--- src/rtl/seven_seg_scanner.sv ---
// seven_seg_scanner
//
// Time-multiplexed driver for an up-to-8-digit common-anode seven-segment
// display. It rotates through the digits, decodes hex nibbles, drives the
// decimal points and applies a per-digit enable mask. Brightness is 16-level
// PWM within each digit slot. New data is committed only at frame
// boundaries, so a frame never shows a mix of old and new values.
//
// Parameters:
//   N_DIGITS      - number of scanned digits (1..8); unused anodes stay off
//   REFRESH_TICKS - clk cycles per digit slot (>= 16)
//   ACTIVE_LOW    - 1: a 0 on AN_o/SEG_o/DP_o lights the element
//
// Ports:
//   clk, rst      - clock, synchronous active-high reset
//   digits_i      - hex nibble per digit, digit 0 in bits [3:0] (rightmost)
//   dp_i          - decimal point per digit, 1 = lit
//   en_i          - digit enable mask, 0 = digit dark
//   brightness_i  - PWM duty level 0..15, sampled at each slot start
//   load_i        - strobe capturing digits_i/dp_i/en_i into the pending buffer
//   AN_o          - anode drives
//   SEG_o         - segments, SEG_o[0]=a .. SEG_o[6]=g
//   DP_o          - decimal point drive
//   frame_o       - one-cycle pulse at each frame start
//
// Build option:
//   SEG_LZ_BLANK_EN - when defined, leading zeros are blanked at commit time
//                     (digit 0 is never blanked).

module seven_seg_scanner #(
  parameter int N_DIGITS      = 8,
  parameter int REFRESH_TICKS = 100000,
  parameter bit ACTIVE_LOW    = 1'b1
) (
  input  logic                  clk,
  input  logic                  rst,
  input  logic [4*N_DIGITS-1:0] digits_i,
  input  logic [N_DIGITS-1:0]   dp_i,
  input  logic [N_DIGITS-1:0]   en_i,
  input  logic [3:0]            brightness_i,
  input  logic                  load_i,
  output logic [7:0]            AN_o,
  output logic [6:0]            SEG_o,
  output logic                  DP_o,
  output logic                  frame_o
);

  localparam int              CW       = $clog2(REFRESH_TICKS);
  localparam logic [CW-1:0]   CTR_LAST = CW'(REFRESH_TICKS - 1);
  localparam logic [2:0]      IDX_LAST = 3'(N_DIGITS - 1);
  localparam logic [31:0]     STEP     = 32'(REFRESH_TICKS / 16);
  localparam logic [7:0]      AN_OFF   = ACTIVE_LOW ? 8'hFF : 8'h00;
  localparam logic [6:0]      SEG_OFF  = ACTIVE_LOW ? 7'h7F : 7'h00;
  localparam logic            DP_OFF   = ACTIVE_LOW;

  // Hex font, returned in active-low form (0 = segment on), bit 0 = a.
  function automatic logic [6:0] font(input logic [3:0] nib);
    case (nib)
      4'h0: font = 7'h40;
      4'h1: font = 7'h79;
      4'h2: font = 7'h24;
      4'h3: font = 7'h30;
      4'h4: font = 7'h19;
      4'h5: font = 7'h12;
      4'h6: font = 7'h02;
      4'h7: font = 7'h78;
      4'h8: font = 7'h00;
      4'h9: font = 7'h10;
      4'hA: font = 7'h08;
      4'hB: font = 7'h03;
      4'hC: font = 7'h46;
      4'hD: font = 7'h21;
      4'hE: font = 7'h06;
      default: font = 7'h0E;
    endcase
  endfunction

  logic [CW-1:0]         ctr_q, ctr_d;
  logic [2:0]            idx_q, idx_d;
  logic [4*N_DIGITS-1:0] pend_digits_q, pend_digits_d;
  logic [N_DIGITS-1:0]   pend_dp_q, pend_dp_d;
  logic [N_DIGITS-1:0]   pend_en_q, pend_en_d;
  logic                  pending_q, pending_d;
  logic [4*N_DIGITS-1:0] disp_digits_q, disp_digits_d;
  logic [N_DIGITS-1:0]   disp_dp_q, disp_dp_d;
  logic [N_DIGITS-1:0]   disp_en_q, disp_en_d;
  logic [3:0]            bright_q, bright_d;
  logic [7:0]            an_q, an_d;
  logic [6:0]            seg_q, seg_d;
  logic                  dp_q, dp_d;
  logic                  frame_q, frame_d;

  logic                  slot_end, wrap;
  logic [4*N_DIGITS-1:0] commit_digits;
  logic [N_DIGITS-1:0]   commit_dp, commit_en, blanked_en;
  logic [31:0]           thr, dig_all;
  logic [7:0]            en_all, dp_all, an_on;
  logic [6:0]            seg_on;
  logic                  lit, dp_on;
`ifdef SEG_LZ_BLANK_EN
  logic                  seen_nz;
`endif

  // Slot/digit scan position.
  always_comb begin
    slot_end = (ctr_q == CTR_LAST);
    wrap     = slot_end && (idx_q == IDX_LAST);
    ctr_d    = slot_end ? '0 : ctr_q + CW'(1);
    idx_d    = idx_q;
    if (slot_end) idx_d = wrap ? 3'd0 : idx_q + 3'd1;
    frame_d  = wrap;
  end

  // A load on the wrap edge bypasses the pending buffer so it lands in the
  // frame that is just starting.
  always_comb begin
    commit_digits = load_i ? digits_i : pend_digits_q;
    commit_dp     = load_i ? dp_i     : pend_dp_q;
    commit_en     = load_i ? en_i     : pend_en_q;
    blanked_en    = commit_en;
`ifdef SEG_LZ_BLANK_EN
    // Walk down from the top digit, darkening zeros until the first nonzero.
    seen_nz = 1'b0;
    for (int k = N_DIGITS - 1; k >= 1; k--) begin
      if (commit_digits[4*k +: 4] != 4'd0) seen_nz = 1'b1;
      if (!seen_nz) blanked_en[k] = 1'b0;
    end
`endif
  end

  // Pending buffer and frame-synchronous commit.
  always_comb begin
    disp_digits_d = disp_digits_q;
    disp_dp_d     = disp_dp_q;
    disp_en_d     = disp_en_q;
    pend_digits_d = pend_digits_q;
    pend_dp_d     = pend_dp_q;
    pend_en_d     = pend_en_q;
    pending_d     = pending_q;
    if (wrap) begin
      pending_d = 1'b0;
      if (load_i || pending_q) begin
        disp_digits_d = commit_digits;
        disp_dp_d     = commit_dp;
        disp_en_d     = blanked_en;
      end
    end else if (load_i) begin
      pend_digits_d = digits_i;
      pend_dp_d     = dp_i;
      pend_en_d     = en_i;
      pending_d     = 1'b1;
    end
    bright_d = (ctr_q == '0) ? brightness_i : bright_q;
  end

  // PWM window and output decode. ctr=0 is always dark so the previous
  // digit's segments never ghost onto the newly selected anode.
  always_comb begin
    thr     = (bright_q == 4'hF) ? 32'(REFRESH_TICKS)
                                 : (32'(bright_q) + 32'd1) * STEP;
    dig_all = 32'(disp_digits_q);
    en_all  = 8'(disp_en_q);
    dp_all  = 8'(disp_dp_q);
    lit     = en_all[idx_q] && (ctr_q != '0) && (32'(ctr_q) < thr);
    an_on   = lit ? (8'd1 << idx_q) : 8'd0;
    seg_on  = lit ? ~font(dig_all[{idx_q, 2'b00} +: 4]) : 7'd0;
    dp_on   = lit && dp_all[idx_q];
    an_d    = ACTIVE_LOW ? ~an_on  : an_on;
    seg_d   = ACTIVE_LOW ? ~seg_on : seg_on;
    dp_d    = ACTIVE_LOW ? ~dp_on  : dp_on;
  end

  always_ff @(posedge clk) begin
    if (rst) begin
      ctr_q         <= '0;
      idx_q         <= 3'd0;
      pend_digits_q <= '0;
      pend_dp_q     <= '0;
      pend_en_q     <= '0;
      pending_q     <= 1'b0;
      disp_digits_q <= '0;
      disp_dp_q     <= '0;
      disp_en_q     <= '0;
      bright_q      <= 4'hF;
      an_q          <= AN_OFF;
      seg_q         <= SEG_OFF;
      dp_q          <= DP_OFF;
      frame_q       <= 1'b0;
    end else begin
      ctr_q         <= ctr_d;
      idx_q         <= idx_d;
      pend_digits_q <= pend_digits_d;
      pend_dp_q     <= pend_dp_d;
      pend_en_q     <= pend_en_d;
      pending_q     <= pending_d;
      disp_digits_q <= disp_digits_d;
      disp_dp_q     <= disp_dp_d;
      disp_en_q     <= disp_en_d;
      bright_q      <= bright_d;
      an_q          <= an_d;
      seg_q         <= seg_d;
      dp_q          <= dp_d;
      frame_q       <= frame_d;
    end
  end

  assign AN_o    = an_q;
  assign SEG_o   = seg_q;
  assign DP_o    = dp_q;
  assign frame_o = frame_q;

endmodule

--- config.mk ---
export PLATFORM = sky130hd
export DESIGN_NAME = seven_seg_scanner
export DESIGN_NICKNAME = d
export VERILOG_FILES = /design/src/rtl/seven_seg_scanner.sv
export SDC_FILE = /design/constraint.sdc
export NUM_CORES = 1
export LEC_CHECK = 0
export BUFFER_PORTS_ARGS = -buffer_cell sky130_fd_sc_hd__buf_2
export CAP_MARGIN = 15
export CORE_AREA = 2 2 119 121
export DETAILED_ROUTE_END_ITERATION = 6
export DIE_AREA = 0 0 121 123
export PLACE_DENSITY = 0.73
export SYNTH_ARGS = -nofsm -noshare
export SYNTH_HDL_FRONTEND = slang
export SYNTH_SLANG_ARGS = --single-unit
--- constraint.sdc ---
create_clock -name clk -period 6.7 [get_ports clk]
set_input_delay 0.335 -clock clk [delete_from_list [all_inputs] [get_ports clk]]
set_output_delay 0.335 -clock clk [all_outputs]
set_load 0.02 [all_outputs]
# [After elaboration in Yosys (flattened, before gate mapping)]
# Memories as Yosys holds them, arrays and structs flattened.
# Cells that the tools add are included.
[word_totals] mem_count=1 register_bits=138 rom_bits=112 output_inout_bits=17 word_cells=51
[classes] n_reduce_logical=10 multipliers=1 magnitude_cmp=2 n_addsub=3 n_mux=11 n_bitwise=4 n_eq_ne=3 n_shift=2
[mem_list] memory="(name not given)" words=16 word_bits=7 read_ports=1 rd_ports_with_merged_regs=0 write_ports=0 line="58" text="case (nib)"
[op_table] operator="2-to-1 mux 32 bit" count=1
[op_table] operator="indexed part select 32 x 6 -> 4 bit" count=1
[op_table] operator="2-to-1 mux 8 bit" count=3
[op_table] operator="< comparator 17 x 18 -> 1 bit" count=1
[op_table] operator="2-to-1 mux 18 bit" count=1
[op_table] operator="adder 17 x 1 -> 17 bit, second input constant" count=1
[op_table] operator="== test 17 bit, second input constant" count=1
[op_table] operator="logical NOT 17 bit" count=1
[op_table] operator="multiplier 5 x 12 -> 17 bit, second input constant" count=1
[op_table] operator="nonzero test 17 bit" count=1
[op_table] operator="NOT 7 bit" count=2
[op_table] operator="NOT 8 bit" count=1
[op_table] operator="<< shifter 1 x 3 -> 8 bit, first input constant" count=1
[op_table] operator="2-to-1 mux 7 bit" count=1
[op_table] operator="binary-select mux 1 bit (select 3 bit)" count=2
[op_table] operator="adder 4 x 1 -> 5 bit, second input constant" count=1
[op_table] operator="== test 4 bit, second input constant" count=1
[op_table] operator="logical AND 1 bit" count=4
[op_table] operator="< comparator 3 x 4 -> 1 bit, second input constant" count=1
[op_table] operator="OR reduction 2 bit" count=2
[op_table] operator="adder 3 x 1 -> 3 bit, second input constant" count=1
[op_table] operator="== test 3 bit, second input constant" count=1
[op_table] operator="2-to-1 mux 3 bit" count=1
[op_table] operator="2-to-1 mux 1 bit" count=2
[op_table] operator="3 further kinds" count=3

# [Logic depth before layout (Yosys ltp)]
# Gate-level depths: netlist (run 1).
[logic_depth] word_depth=7 ltp_mapped=25

# [Worst setup path after synthesis (run 1)]
# No wires, ideal clock.
[synth_timing] path_type="register to register" start="register bright_q[0]" end="register seg_q[3] (netlist: SEG_o[3])" setup_time_ns=0.150 slack_ns=1.520 required_ns=6.550 path_stages_with_launch=26 arrival_ns=5.030 path_cell_list="dfxtp_1 > ha_1 > nand3_1 > clkbuf_1 > clkinv_1 > ha_1 > xnor2_1 > ha_1 > a21o_1 > ha_1 > ha_1 > o21ai_0 > nor2_1 > o221ai_1 > o21bai_1 > a21oi_1 > xnor2_1 > nand2_1 > ha_1 > o21a_1 > o21ai_0 > nor2_1 > a211o_1 > a21oi_4 > buf_12 > nand4_2"
[synth_via] elab_chain_len=7 word_cells_on_any_way=8
[synth_rtl] item="start: declaration" line="87" text="logic [3:0] bright_q, bright_d;"
[synth_rtl] item="start signal: assignment" line="199" text="bright_q <= bright_d;"
[synth_rtl] item="adder 4 x 1 -> 5 bit" line="160" text=": (32'(bright_q) + 32'd1) * STEP;"
[synth_rtl] item="multiplier 5 x 12 -> 17 bit" line="160"
[synth_rtl] item="2-to-1 mux 18 bit *" line="159" text="thr = (bright_q == 4'hF) ? 32'(REFRESH_TICKS)"
[synth_rtl] item="< comparator 17 x 18 -> 1 bit *" line="164" text="lit = en_all[idx_q] && (ctr_q != '0) && (32'(ctr_q) < thr);"
[synth_rtl] item="logical AND 1 bit *" line="164"
[synth_rtl] item="2-to-1 mux 7 bit *" line="166" text="seg_on = lit ? ~font(dig_all[{idx_q, 2'b00} +: 4]) : 7'd0;"
[synth_rtl] item="NOT 7 bit *" line="169" text="seg_d = ACTIVE_LOW ? ~seg_on : seg_on;"
[synth_rtl] item="end signal: assignment" line="201" text="seg_q <= seg_d;"
[synth_rtl] item="end: declaration" line="89" text="logic [6:0] seg_q, seg_d;"
# Mark *: on every way between the ends. The rest lies on a longest branch, timed or not.
# A chain may end at the register's enable or synchronous reset.

# [Final worst setup path (run 1)]
[layout_timing] start="register bright_q[0]" end="register an_q[5] (netlist: AN_o[5])"
[layout_via] elab_chain_len=7 word_cells_on_any_way=8
[layout_rtl] item="adder 4 x 1 -> 5 bit" line="160"
[layout_rtl] item="multiplier 5 x 12 -> 17 bit" line="160"
[layout_rtl] item="2-to-1 mux 18 bit *" line="159"
[layout_rtl] item="< comparator 17 x 18 -> 1 bit *" line="164"
[layout_rtl] item="logical AND 1 bit *" line="164"
[layout_rtl] item="2-to-1 mux 8 bit *" line="165" text="an_on = lit ? (8'd1 << idx_q) : 8'd0;"
[layout_rtl] item="NOT 8 bit *" line="168" text="an_d = ACTIVE_LOW ? ~an_on : an_on;"
[layout_rtl] item="end signal: assignment" line="200" text="an_q <= an_d;"
[layout_rtl] item="end: declaration" line="88" text="logic [7:0] an_q, an_d;"
# Marked as above.

==> results of run 1 <==
## power breakdown
part | switching, W | internal, W | total [W]
sequential | 0.0000139 | 0.000842 | 0.000856
combinational | 0.000333 | 0.000258 | 0.000591
clock | 0.000332 | 0.000632 | 0.000965
## kinds of logic (layout without fill, tap and decap cells)
family / count (synthesis) / after routing
muxes: 68 / 68
buffers and inverters: 74 / 136
xor gates and xnor gates: 25 / 25
adders and majority gates: 63 / 63
DFF: 138 / 138
and+or+nand+nor: 283 / 283
AOI/OAI and AO/OA: 153 / 153
## layout by cell type (no fill, tap or decap), drive strengths merged, types with 3 or more instances in the layout
master,netlist,layout
a211o,3,3
a211oi,55,55
a21o,3,3
a21oi,63,63
and2,3,3
and3,3,3
buf,26,79
bufinv,0,3
clkbuf,22,25
clkinv,2,3
dfxtp,138,138
ha,62,62
inv,24,24
mux2i,55,55
mux4,12,12
nand2,132,132
nand3,19,19
nand4,7,7
nor2,91,91
nor3,7,7
o211ai,4,4
o21a,3,3
o21ai,11,11
or3,8,8
xnor2,13,13
xor2,12,12
## worst max-delay path: stages, from the launching register on
cell and delay, ns:
dfxtp_1 0.40, ha_1 0.26, nand3_1 0.32, clkinv_1 0.45, ha_1 0.39, xnor2_1 0.14, ha_1 0.18, a21o_1 0.15
ha_1 0.27, ha_1 0.33, o21ai_0 0.27, nor2_1 0.10, o221ai_1 0.30, o21bai_1 0.12, a21oi_1 0.18, xnor2_1 0.13
nand2_1 0.07, ha_1 0.29, o21a_1 0.18, o21ai_0 0.23, nor2_1 0.09, a211o_1 0.30, a21oi_4 0.44, nand4_1 0.17
## worst min path at each step
| stage | from | cells past startpoint | endpoint | slack (ns) |
|---|---|---|---|---|
| floorplan | pend_digits_q[0] | 2 | pend_digits_q[0] | 0.44 |
| global placement | pend_en_q[4] | 2 | pend_en_q[4] | 0.44 |
| detailed placement | pend_digits_q[18] | 2 | pend_digits_q[18] | 0.45 |
| CTS | brightness_i[3] | 2 | bright_q[3] | 0.11 |
| global route | brightness_i[3] | 2 | bright_q[3] | 0.12 |
| finish | brightness_i[3] | 2 | bright_q[3] | 0.13 |
## flip-flops by register name, summed over array words and instances, names as in the netlist
register / cells
pend_en_q: 8
AN_o: 8
ctr_q: 17
disp_dp_q: 8
DP_o: 1
pend_digits_q: 32
pend_dp_q: 8
dig_all: 32
frame_o: 1
bright_q: 4
idx_q: 3
disp_en_q: 8
SEG_o: 7
pending_q: 1
## area by class of cell
cell class	count	share of cell area, %
multi-input combinational	592	50.1
sequential	138	33.5
clock buffer	25	6.13
timing repair buffer	79	5.07
tap	180	2.73
clock inverter	6	1.33
inverter	26	1.18
## layer usage
layer | track usage [%] | vias to the layer above | share of wire (%)
met5 | 0 | - | 0
met4 | 6.47 | 0 | 0.82
met3 | 4.80 | 15 | 4.1
met2 | 35.8 | 110 | 47
met1 | 28.5 | 2622 | 48
li1 | - | 2913 | -
## through the flow
stage	setup slack [ns]	utilization (%)	hold WS, ns	power [W]
5_1_grt	0.390	60.6	0.118	0.00256
3_3_place_gp	1.01	56.1	0.441	0.00146
6_report	0.795	60.6	0.128	0.00241
2_1_floorplan	1.52	-	0.436	0.00133
4_1_cts	0.841	60.6	0.111	0.00243
3_5_place_dp	0.843	56.1	0.446	0.00147
==> metrics.txt, run 1 <==
run status=finished, final reports clean; Reg area=0.00276 mm2; Worst Tran Pin Value=1.04 ns; CTS root buf=clkbuf_16; largest fanout on the critical path=16; post_cts resized=0; core area=0.0136 mm2; CTS Hold Bufs=0; total track usage=21.7%; hpwl dp=10,200 um; die area=0.0149 mm2; drt via density=5.41; Fmax=0.169 GHz; Post-Synth XOR/XNOR Area=3.03%; Placer Congestion=0.861; syn avg cell area=8.98 um2; antenna cells=0; simple-gate portion of the synthesized area=17.8%; FF+latch count, synth=138; post-synthesis mux area share=11.6%; Syn Inst Count=~800; Slew HR=28.4%; drt drc=0; clk slew on worst S/H paths=roughly 0.06 ns; Post-Layout Cell Count=between 1k and 1.5k; Peak VDD IR=0.218 mV; R2R Setup Slk=~0.80 ns; number of flops mapped to enable cells by yosys=0; Synth async-reset ratio=0%; Pre-antenna DRT Iters=5; Layout Nets=approximately 970; WP data arrival=between 6 and 7 ns; CTS max path bufs=2; worst r2r path cells=23; RSZ-0062 raised after global routing=no; Setup Skew=0.0141 ns; Worst R2R Start=bright_q[0]; total CTS buffers=17; I/O pin count=72; setup repair bufs after CTS=0; via count=between 5k and 6k; FILL cells=1,202; Routed Antenna Nets=0; Clk Latency, worst-skew pair=about 0.42 ns; Max Slew Vio Count=0; CTS tree=yes; Critical Path RT=6.96 ns; crit path launch=bright_q[0]; period utilization=88.1%; leakage=3.42 nW; Critical R2R Capture=AN_o[5]; multi-input logic area=0.00413 mm2; row cnt=43; Critical Path End=AN_o[5]; most frequent cells after synthesis=138 x dfxtp_1, 130 x nand2_1, 90 x nor2_1, 62 x a21oi_1, 62 x ha_1; Detailed Route Iter0 Violations=339; crit path kind=register to register; post-synth cell types=60; Total Routed Length=15,200 um; warnings from Yosys=0; Avg WL per Cell=14.6 um; minimum clock period=5.90 ns; part of the Yosys area used for sequential elements=around two fifths; most area-consuming cells after synthesis=dfxtp_1 38%, ha_1 11%, mux2i_1 7.5%; final setup vio count=0; top cell type's share of synthesized area=38.3%; Initial Util=between 50 and 60%; final hold vios=0; grt ovf=0; Die Ht=roughly 120 um; Power Density=292 mW/mm2; Design Area, Final=approximately 0.0083 mm2; main combinational cell family by area after synthesis=simple AND/OR/NAND/NOR gates; CTS sink cnt=138; initial antenna violation count=0; vias in the first global route=~5.5k; CTS H-tree lvls=4; Area growth, synth to finish=14.3%; layout cells sized above 1=16.9%; CP startpoint kind=register; Post-DP Area=0.00763 mm2; Max Cap Violations=0; Synthesized Nets=922; worst min path class=input pin to register; Post-Synthesis Cell Area=0.00722 mm2; Die Wd=121 um; most numerous cell in the Yosys netlist=dfxtp_1; Fin Setup TNS=0 ns; DP Cell Count=1,015; largest net degree at the start of global routing=97; wire length of the first global-routing pass=approximately 26,000 um; Top FF cell, synth=dfxtp_1; crit end category=register; fraction of the mapped netlist area in adder cells=11.0%; complex-gate fraction of the synthesized area=13.7%; I/O Buffers=71; area leader, netlist=dfxtp_1
No activity file was read; power rests on OpenSTA's default activity.
==> run 2, diff against run 1 <==
Settings changed: CORE_AREA 2 2 119 121 to 2 2 130 132, DIE_AREA 0 0 121 123 to 0 0 132 134, PLACE_DENSITY 0.73 to not set.
==> metrics.txt, run 2 (same netlist as run 1, synthesis figures left out) <==
final core occ=around 51%; Placer Congestion=between 0.8 and 0.9; Critical Path Most Common Cell=ha_1; M1 GR Usage=about a quarter; vias in the first global route=5,274; CP startpoint kind=register; Int Pwr=0.00168 W; final hold vios=0; Clk Latency, worst-skew pair=0.43 ns; CTS sink cnt=about 140; Worst R2R Start=bright_q[0]; leakage=about 3.4 nW; R2R Setup Slk=0.83 ns; Avg WL per Cell=14.4 um; crit-path cells=ha_1 > nand3_1 > clkinv_1 > ha_1 > xnor2_1 > ha_1 > ha_1 > ha_1 > a211oi_1 > nor2_1 > o221ai_1 > o21bai_1 > a21oi_1 > xnor2_1 > nand2_1 > ha_1 > o21a_1 > o21ai_0 > nor2_1 > a211o_1 > a21oi_4 > nand4_2; Detailed Route Iter0 Violations=~330; Final Power=0.00237 W; drt drc=0; CTS root buf=clkbuf_16; period utilization=87.6%; Power Density=287 mW/mm2; Area growth, synth to finish=14.1%; Fin Setup TNS=0 ns; most common cell after layout, fill and taps aside=dfxtp_1; hold_sp=brightness_i[3]; RSZ-0062 raised after global routing=no; Total Routed Length=15,600 um; initial antenna violation count=0; clk slew on worst S/H paths=0.06 ns; Die Wd=132 um; CTS max path bufs=2; largest net degree at the start of global routing=just over 70; Fmax=0.170 GHz; largest fanout on the critical path=16; crit path kind=register to register; crit path launch=bright_q[0]; I/O Buffers=71; final setup vio count=0; Max Cap Violations=0; switching pwr=0.000691 W; Most Used Layer, Global Route=met2; Worst path max stage delay=0.45 ns; Peak VDD IR=between 0.15 and 0.2 mV; core area=0.0163 mm2; I/O pin count=72; total track usage=between 10% and 20%; Routed Antenna Nets=0; Worst Tran Pin Value=1.05 ns; DP Cell Count=between 1k and 1.5k; Pre-antenna DRT Iters=4; wire length of the first global-routing pass=26,600 um; CTS H-tree lvls=4; Initial Util=44.3%; post_cts resized=0; hpwl dp=between 10,000 and 15,000 um; Die Ht=134 um; setup repair bufs after CTS=0; Flop pwr share=36.1%; drt via density=5.12; most frequent cells in the layout=138 x dfxtp_1, 130 x nand2_1, 90 x nor2_1; total CTS buffers=17; run status=finished, final reports clean; row cnt=47; slowest CP cell=clkinv_1; Max Slew Vio Count=0; Post-Layout Cell Count=1,084; grt ovf=0; GRT met2 Usage=between 20% and 30%; die area=between 0.015 and 0.02 mm2; Critical Path RT=slightly below 7 ns; Layout Nets=969; worst min path class=input pin to register; combinational power share=25.1%; Slew HR=28.0%; Setup Skew=0.0194 ns; CTS Hold Bufs=0; FILL cells=1,606; minimum clock period=5.87 ns; clock share of power=38.8%; crit end category=register; M3 GR Usage=4.46%; via count=roughly 5.5k; CTS tree=yes; layout cells sized above 1=16.4%; antenna cells=0; switching share of power=between 20% and 30%; WP data arrival=6.13 ns
run 2: cell count changes in the layout (fill, tap and decap cells not counted):
cell        before  now
clkbuf_8         5    3
clkbuf_1         3    6
and2_2           0    1
inv_6            0    1
bufinv_16        3    2
and2_1           3    2
clkinv_2         1    2
buf_4            9    6
clkinvlp_4       2    1
run 2: layer usage:
layer | vias up | routed length, um | part of all wire, %
met2 | 116 | 7080 | 46
li1 | 2914 | - | -
met5 | - | 0 | 0
met1 | 2513 | 7640 | 49
met4 | 0 | 90 | 0.58
met3 | 5 | 747 | 4.8
run 2: final cells by class:
class                   instances  area, um2  share of cell area (%)
inverters                      26       97.6                    1.18
clock inverters                 6       86.3                    1.05
clock buffers                  26        489                    5.94
repair buffers                 76        395                    4.80
flip-flops and latches        138       2760                    33.5
multi-input cells             592       4130                    50.2
well taps                     220        275                    3.34
run 2: worst max-delay path: cells and delay by family, from the launching register on:
kind / cells / cell delay [ns]
buffers and inverters: 1 / 0.45
XOR/XNOR: 2 / 0.32
AO/OA/AOI/OAI: 8 / 1.98
AND/OR/NAND/NOR: 5 / 0.72
adder cells (fa/ha/maj): 6 / 1.82
flip-flops: 1 / 0.40
run 2: power by group through the flow:
| stage | clock (W) | combinational [W] | sequential, W |
|---|---|---|---|
| finish | 0.000919 | 0.000593 | 0.000856 |
| global route | 0.000973 | 0.000696 | 0.000858 |
| CTS | 0.000934 | 0.000598 | 0.000856 |
| detailed placement | 0 | 0.000595 | 0.000874 |
| global placement | 0 | 0.000602 | 0.000873 |
| floorplan | 0 | 0.000461 | 0.000870 |
run 2: worst paths after layout:
kind	end	depth (start not counted)
max	SEG_o[3]	22
min	bright_q[3]	2
max reg2reg	SEG_o[3]	22
min reg2reg	pend_digits_q[27]	2
run 2: through the flow:
step                      hold WS [ns]  setup WS [ns]  instance area, um2
after global routing             0.121          0.222                8240
after floorplan                  0.436           1.52                7220
final                            0.115          0.831                8240
after global placement           0.441          0.926                7660
after CTS                        0.111          0.822                8240
after detailed placement         0.446          0.834                7660
